`src/rtl/bjt_sweep_scheduler.sv`:
```
// Two-level I-V sweep sequencer: base DAC outer loop, collector DAC inner loop, settle, ADC, tagged record.
// Optional BJT_SWEEP_AVG4_EN averages four conversions per point.
module bjt_sweep_scheduler #(
  parameter int         DAC_W    = 16,
  parameter int         ADC_W    = 12,
  parameter int         IDX_W    = 8,
  parameter int         SETTLE_W = 16,
  parameter logic [1:0] BASE_CH  = 2'd0,
  parameter logic [1:0] COLL_CH  = 2'd1
) (
  input  logic                       globalclock,
  input  logic                       rst,
  input  logic                       start,
  input  logic                       abort,
  input  logic [DAC_W-1:0]           base_start,
  input  logic [DAC_W-1:0]           base_step,
  input  logic [IDX_W-1:0]           base_count,
  input  logic [DAC_W-1:0]           coll_start,
  input  logic [DAC_W-1:0]           coll_step,
  input  logic [IDX_W-1:0]           coll_count,
  input  logic [SETTLE_W-1:0]        settle_cycles,
  output logic                       dac_req,
  output logic [1:0]                 dac_channel,
  output logic [DAC_W-1:0]           dac_code,
  input  logic                       dac_ack,
  output logic                       adc_start,
  input  logic                       adc_done,
  input  logic [ADC_W-1:0]           adc_data,
  output logic                       rec_valid,
  output logic [2*IDX_W+ADC_W-1:0]   rec_data,
  input  logic                       rec_ready,
  output logic                       busy,
  output logic                       done,
  output logic [3:0]                 dbg_state
);
  // DAC handshake: dac_req rises with a stable channel/code and stays high until the
  // cycle dac_ack is seen; it is low the following cycle. Records use valid/ready: the
  // record transfers in the cycle rec_valid & rec_ready, and is held unchanged until then.
  localparam int REC_W = 2*IDX_W+ADC_W;
  localparam int PW    = DAC_W+IDX_W+1;

  typedef enum logic [3:0] {
    S_IDLE, S_SET_BASE, S_SET_COLL, S_SETTLE, S_CONVERT,
    S_WAIT_ADC, S_EMIT, S_NEXT, S_PARK_COLL, S_PARK_BASE
  } state_t;

  state_t               r_state;
  logic [DAC_W-1:0]     r_base_start, r_base_step, r_coll_start, r_coll_step;
  logic [IDX_W-1:0]     r_base_count, r_coll_count, r_base_idx, r_coll_idx;
  logic [SETTLE_W-1:0]  r_settle, r_cnt;
  logic                 r_abort_pend;
  logic                 r_dac_req, r_adc_start, r_rec_valid, r_done;
  logic [1:0]           r_dac_channel;
  logic [DAC_W-1:0]     r_dac_code;
  logic [REC_W-1:0]     r_rec_data;
`ifdef BJT_SWEEP_AVG4_EN
  logic [ADC_W+1:0]     r_acc;
  logic [1:0]           r_pass;
  logic [ADC_W+1:0]     w_sum;
  assign w_sum = r_acc + (ADC_W+2)'(adc_data);
`endif

  // Full-width start + idx*step, clamped to all-ones instead of wrapping.
  function automatic logic [DAC_W-1:0] sat_code(input logic [DAC_W-1:0] s,
                                                input logic [IDX_W-1:0] i,
                                                input logic [DAC_W-1:0] st);
    logic [PW-1:0] f;
    f = PW'(s) + PW'(i) * PW'(st);
    return (|f[PW-1:DAC_W]) ? {DAC_W{1'b1}} : f[DAC_W-1:0];
  endfunction

  logic [DAC_W-1:0] w_base_code, w_coll_code;
  logic             w_abort, w_coll_last, w_base_last;
  assign w_base_code = sat_code(r_base_start, r_base_idx, r_base_step);
  assign w_coll_code = sat_code(r_coll_start, r_coll_idx, r_coll_step);
  assign w_abort     = abort | r_abort_pend;
  assign w_coll_last = (r_coll_idx == r_coll_count - IDX_W'(1));
  assign w_base_last = (r_base_idx == r_base_count - IDX_W'(1));

  always_ff @(posedge globalclock) begin
    if (rst) begin
      r_state <= S_IDLE;
      r_base_start <= '0; r_base_step <= '0; r_base_count <= '0;
      r_coll_start <= '0; r_coll_step <= '0; r_coll_count <= '0;
      r_settle <= '0; r_cnt <= '0; r_base_idx <= '0; r_coll_idx <= '0;
      r_abort_pend <= 1'b0;
      r_dac_req <= 1'b0; r_dac_channel <= '0; r_dac_code <= '0;
      r_adc_start <= 1'b0; r_rec_valid <= 1'b0; r_rec_data <= '0; r_done <= 1'b0;
`ifdef BJT_SWEEP_AVG4_EN
      r_acc <= '0; r_pass <= '0;
`endif
    end else begin
      r_done <= 1'b0;
      case (r_state)
        S_IDLE: if (start) begin
          r_base_start <= base_start; r_base_step <= base_step; r_base_count <= base_count;
          r_coll_start <= coll_start; r_coll_step <= coll_step; r_coll_count <= coll_count;
          r_settle <= settle_cycles; r_base_idx <= '0; r_coll_idx <= '0;
          r_abort_pend <= 1'b0;
          r_dac_req <= 1'b1;
          if (base_count == '0 || coll_count == '0) begin
            r_state <= S_PARK_COLL; r_dac_channel <= COLL_CH; r_dac_code <= '0;
          end else begin
            r_state <= S_SET_BASE; r_dac_channel <= BASE_CH; r_dac_code <= base_start;
          end
        end
        S_SET_BASE: begin
          if (!r_dac_req) begin
            if (w_abort) begin
              r_state <= S_PARK_COLL; r_abort_pend <= 1'b0;
            end else begin
              r_dac_req <= 1'b1; r_dac_channel <= BASE_CH; r_dac_code <= w_base_code;
            end
          end else if (dac_ack) begin
            r_dac_req <= 1'b0; r_abort_pend <= 1'b0;
            r_state <= w_abort ? S_PARK_COLL : S_SET_COLL;
          end else if (abort) begin
            r_abort_pend <= 1'b1;
          end
        end
        S_SET_COLL: begin
          if (!r_dac_req) begin
            if (w_abort) begin
              r_state <= S_PARK_COLL; r_abort_pend <= 1'b0;
            end else begin
              r_dac_req <= 1'b1; r_dac_channel <= COLL_CH; r_dac_code <= w_coll_code;
            end
          end else if (dac_ack) begin
            r_dac_req <= 1'b0; r_abort_pend <= 1'b0;
`ifdef BJT_SWEEP_AVG4_EN
            r_acc <= '0; r_pass <= '0;
`endif
            if (w_abort) begin
              r_state <= S_PARK_COLL;
            end else if (r_settle == '0) begin
              r_state <= S_CONVERT; r_adc_start <= 1'b1;
            end else begin
              r_state <= S_SETTLE; r_cnt <= r_settle;
            end
          end else if (abort) begin
            r_abort_pend <= 1'b1;
          end
        end
        S_SETTLE: begin
          if (abort) begin
            r_state <= S_PARK_COLL;
          end else if (r_cnt == SETTLE_W'(1)) begin
            r_state <= S_CONVERT; r_adc_start <= 1'b1;
          end else begin
            r_cnt <= r_cnt - SETTLE_W'(1);
          end
        end
        S_CONVERT: begin
          r_adc_start <= 1'b0;
          r_state <= abort ? S_PARK_COLL : S_WAIT_ADC;
        end
        S_WAIT_ADC: begin
          if (abort) begin
            r_state <= S_PARK_COLL;
          end else if (adc_done) begin
`ifdef BJT_SWEEP_AVG4_EN
            if (r_pass == 2'd3) begin
              r_rec_data <= {r_base_idx, r_coll_idx, w_sum[ADC_W+1:2]};
              r_rec_valid <= 1'b1; r_state <= S_EMIT;
            end else begin
              r_acc <= w_sum; r_pass <= r_pass + 2'd1;
              r_adc_start <= 1'b1; r_state <= S_CONVERT;
            end
`else
            r_rec_data <= {r_base_idx, r_coll_idx, adc_data};
            r_rec_valid <= 1'b1; r_state <= S_EMIT;
`endif
          end
        end
        S_EMIT: begin
          if (abort) begin
            r_rec_valid <= 1'b0; r_state <= S_PARK_COLL;
          end else if (rec_ready) begin
            r_rec_valid <= 1'b0; r_state <= S_NEXT;
          end
        end
        S_NEXT: begin
          if (abort) begin
            r_state <= S_PARK_COLL;
          end else if (!w_coll_last) begin
            r_coll_idx <= r_coll_idx + IDX_W'(1); r_state <= S_SET_COLL;
          end else if (!w_base_last) begin
            r_coll_idx <= '0; r_base_idx <= r_base_idx + IDX_W'(1); r_state <= S_SET_BASE;
          end else begin
            r_state <= S_PARK_COLL;
          end
        end
        S_PARK_COLL: begin
`ifdef BJT_SWEEP_AVG4_EN
          r_acc <= '0; r_pass <= '0;
`endif
          if (!r_dac_req) begin
            r_dac_req <= 1'b1; r_dac_channel <= COLL_CH; r_dac_code <= '0;
          end else if (dac_ack) begin
            r_dac_req <= 1'b0; r_state <= S_PARK_BASE;
          end
        end
        S_PARK_BASE: begin
          if (!r_dac_req) begin
            r_dac_req <= 1'b1; r_dac_channel <= BASE_CH; r_dac_code <= '0;
          end else if (dac_ack) begin
            r_dac_req <= 1'b0; r_done <= 1'b1; r_state <= S_IDLE;
          end
        end
        default: r_state <= S_IDLE;
      endcase
    end
  end

  assign dac_req     = r_dac_req;
  assign dac_channel = r_dac_channel;
  assign dac_code    = r_dac_code;
  assign adc_start   = r_adc_start;
  assign rec_valid   = r_rec_valid;
  assign rec_data    = r_rec_data;
  assign done        = r_done;
  assign busy        = (r_state != S_IDLE);
  assign dbg_state   = r_state;
endmodule

```
`config.mk`:
```
export PLATFORM = sky130hd
export DESIGN_NAME = bjt_sweep_scheduler
export DESIGN_NICKNAME = d
export VERILOG_FILES = /design/src/rtl/bjt_sweep_scheduler.sv
export SDC_FILE = /design/constraint.sdc
export NUM_CORES = 1
export LEC_CHECK = 0
export ABC_AREA = 1
export BUFFER_PORTS_ARGS = -buffer_cell sky130_fd_sc_hd__buf_4
export CAP_MARGIN = 10
export CORE_MARGIN = 3
export CORE_UTILIZATION = 45
export DETAILED_ROUTE_END_ITERATION = 8
export GPL_TIMING_DRIVEN = 0
export HOLD_SLACK_MARGIN = 0.06
export SLEW_MARGIN = 10
export SYNTH_ARGS = -nofsm -noshare
export SYNTH_HDL_FRONTEND = slang
export SYNTH_SLANG_ARGS = --single-unit
```
`constraint.sdc`:
```
create_clock -name globalclock -period 6.3 [get_ports globalclock]
set_input_delay 0.63 -clock globalclock [delete_from_list [all_inputs] [get_ports globalclock]]
set_output_delay 0.63 -clock globalclock [all_outputs]
set_load 0.005 [all_outputs]
```
==> flow_summary.ini <==
[pwr]
p_per_area_mw_per_mm2 = 242
p_leak_nw = 11.8
ir_worst_vdd_mv = 0.199
power.total_mw = 5.18

[timing]
slew_headroom = 0.473
hold_viol = 0
finalCriticalPeriod_ns = 5.84
max_freq_ghz = 0.171
setup_viol = 0
worstMarginPinSlew_ns = 0.791
layout_worst_path_cycle_share = 0.928
skew_ns = 0.0167
rsz0062_at_grt = no
fin_tns_setup_ns = 0
maxSlewViolCount = 0

[placed_design]
dp_hpwl_mm = 48.2
gp_congestion = 0.944
io_buffer_count = 167

[synthesis]
async_flop_share = 0
synthTopCellsByCount = inv_1, nand2_1, fa_1, a21oi_1, dfxtp_1
synth.net_count = 3176
synth_top_area_cell = fa_1
synth.top_cells.by_area = fa_1, dfxtp_1, inv_1
ys_ff_latch = 182
ys_seq_area_frac = 0.193
synth_top_area_share = 0.212
syn_area_per_cell_um2 = 6.84
yosys_warnings = 0
post-synth-top-count-cell = inv_1
synth_edf_count = 0
ys_types = 47
synthCells = 2759
synthFlopType = dfxtp_1
netlist_area_mm2 = 0.0189

[die]
core-area_mm2 = 0.0411
dieWidth_um = 211
io_pins = 170
row_count = 74
die_y_um = 211
initial_utilization = 0.459
die-area_mm2 = 0.0444

[clocking]
cts.clk_slew.worst_paths_ns = 0.08
cts_max_level = 4
cts_root_buf = clkbuf_16
cts_buffers = 17
clk_latency_ns = 0.47
cts_tree = built
cts_buffer_depth = 2
cts.sinks = 182

[finish]
register_area_mm2 = 0.00364
layout.nets = 3361
drive_gt1_frac = 0.0998
multi_input_area_mm2 = 0.0121
fillerInstances = 4238
area_growth_pct = 13.6
insertedDiodeCount = 0

[setup_path]
crit_buf_inv = 7
critPathTopFamily = adder cells
worstPathMaxFanout = 10
setup.worst_path.start_class = flip-flop
critPathMaxStageDelay_ns = 0.55
critPathRequiredTime_ns = 6.67
rrSetupSlack_ns = 0.46
cpMostUsedCell = nand2_1
cp_slowest_cell = buf_1
crit_path_end_kind = flip-flop
path_class = flip-flop to flip-flop
arrival_ns = 6.21

[routing]
wl_per_cell_um = 16.8
via_per_inst = 5.05
vias = 17616
detail_route.first_pass.iterations = 5
first_iter_violations = 1187
routed_wirelength_mm = 58.7
remaining_drc_errors = 0
ant_nets = 0

[outcome]
status = completed

[flow_run]
max-cap-violations = 0

[grt]
antenna_found_initial = 2
grt_pass1_vias = 17598
grt_pass1_wl_mm = 94.2
grt_max_degree = 19
grt_use_total = 0.270
grt_overflow_total = 0

[worst_hold_path]
hold_class = input port to flip-flop
## layout by cell type (no fill, tap or decap), drive strengths merged, types with 2 or more instances in the layout
| cell | instances |
|---|---|
| nor4 | 8 |
| ha | 102 |
| clkbuf | 117 |
| inv | 685 |
| o22ai | 2 |
| nand3 | 97 |
| xnor2 | 28 |
| clkinv | 7 |
| bufinv | 2 |
| buf | 197 |
| a31oi | 8 |
| nor3 | 34 |
| o211ai | 5 |
| nand3b | 5 |
| fa | 200 |
| nand4 | 36 |
| and2 | 2 |
| xor2 | 27 |
| nand2 | 639 |
| a21oi | 192 |
| nor2 | 199 |
| o21ai | 170 |
| dfxtp | 182 |
| a211oi | 2 |
## through the flow
stage / util / std cells / area (um2) / hold slack [ns] / setup WS, ns
6_report: 0.521 / 3489 / 21400 / 0.381 / 0.457
5_1_grt: 0.521 / 3489 / 21400 / 0.389 / 0.000563
4_1_cts: 0.521 / 3490 / 21400 / 0.366 / 0.154
3_5_place_dp: 0.505 / 3458 / 20800 / 0.439 / 0.160
3_3_place_gp: 0.505 / 3458 / 20800 / 0.433 / 0.226
2_1_floorplan: - / 2759 / 18900 / 0.440 / 1.40
## sequential cells by signal, indices dropped and copies added (netlist names)
signal / count
adc_start: 1
r_coll_step: 16
rec_data: 28
dac_channel: 1
r_cnt: 16
r_coll_start: 16
dac_code: 16
done: 1
r_base_idx: 8
r_coll_idx: 8
r_settle: 16
r_coll_count: 8
dbg_state: 4
rec_valid: 1
r_base_start: 16
r_base_step: 16
r_abort_pend: 1
dac_req: 1
r_base_count: 8
## power breakdown
| group | total [mW] | internal [mW] | leakage, nW | switching [mW] |
|---|---|---|---|---|
| sequential | 1.49 | 1.37 | 1.49 | 0.122 |
| clock | 1.17 | 0.616 | 0.308 | 0.550 |
| combinational | 2.52 | 0.853 | 10.0 | 1.67 |
| total | 5.18 | 2.84 | 11.8 | 2.34 |
## kinds of logic (layout without fill, tap and decap cells)
group                    after synthesis  after routing  share of synthesized area
buffers and inverters                810           1008                      0.164
other                                  1              1                   0.000199
AO/OA/AOI/OAI                        386            386                      0.106
flip-flops                           182            182                      0.193
AND/OR/NAND/NOR                     1023           1023                      0.231
XOR/XNOR                              55             55                     0.0255
adder cells (fa/ha/maj)              302            302                      0.280
## layer usage
layer,vias to the layer above,GRT usage,share of wire
met5,-,0,0.00022
met1,8395,0.369,0.44
li1,8635,-,-
met4,2,0.0758,0.025
met3,75,0.0383,0.063
met2,509,0.451,0.47
## final timing paths
kind                               startpoint               to  cells after the start
worst max-delay path            r_base_idx[7]      dac_code[6]                     25
worst max register to register  r_base_idx[7]      dac_code[6]                     25
worst min-delay path            coll_step[12]  r_coll_step[12]                      3
worst min register to register    rec_data[3]      rec_data[3]                      2
## worst min-delay path, stage by stage
cell	delay, ns
buf_4	0.08
nor2_1	0.03
nor2_1	0.08
## timing repair
item / CTS / global route
resized for setup: 0 / 25
endpoints found under the setup margin: 0 / 16
hold buffers: 0 / 0
hold endpoints to repair: 0 / 0
buffers inserted: 0 / 0
## final cells by class
cell class,count,share of cell area
plain buffers,129,0.0262
clock buffers,18,0.0205
clock inverters,14,0.00870
inverters,680,0.119
multi-input cells,1767,0.566
flip-flops and latches,182,0.170
well taps,532,0.0311
repair buffers,167,0.0585
No activity file was read; power rests on OpenSTA's default activity.
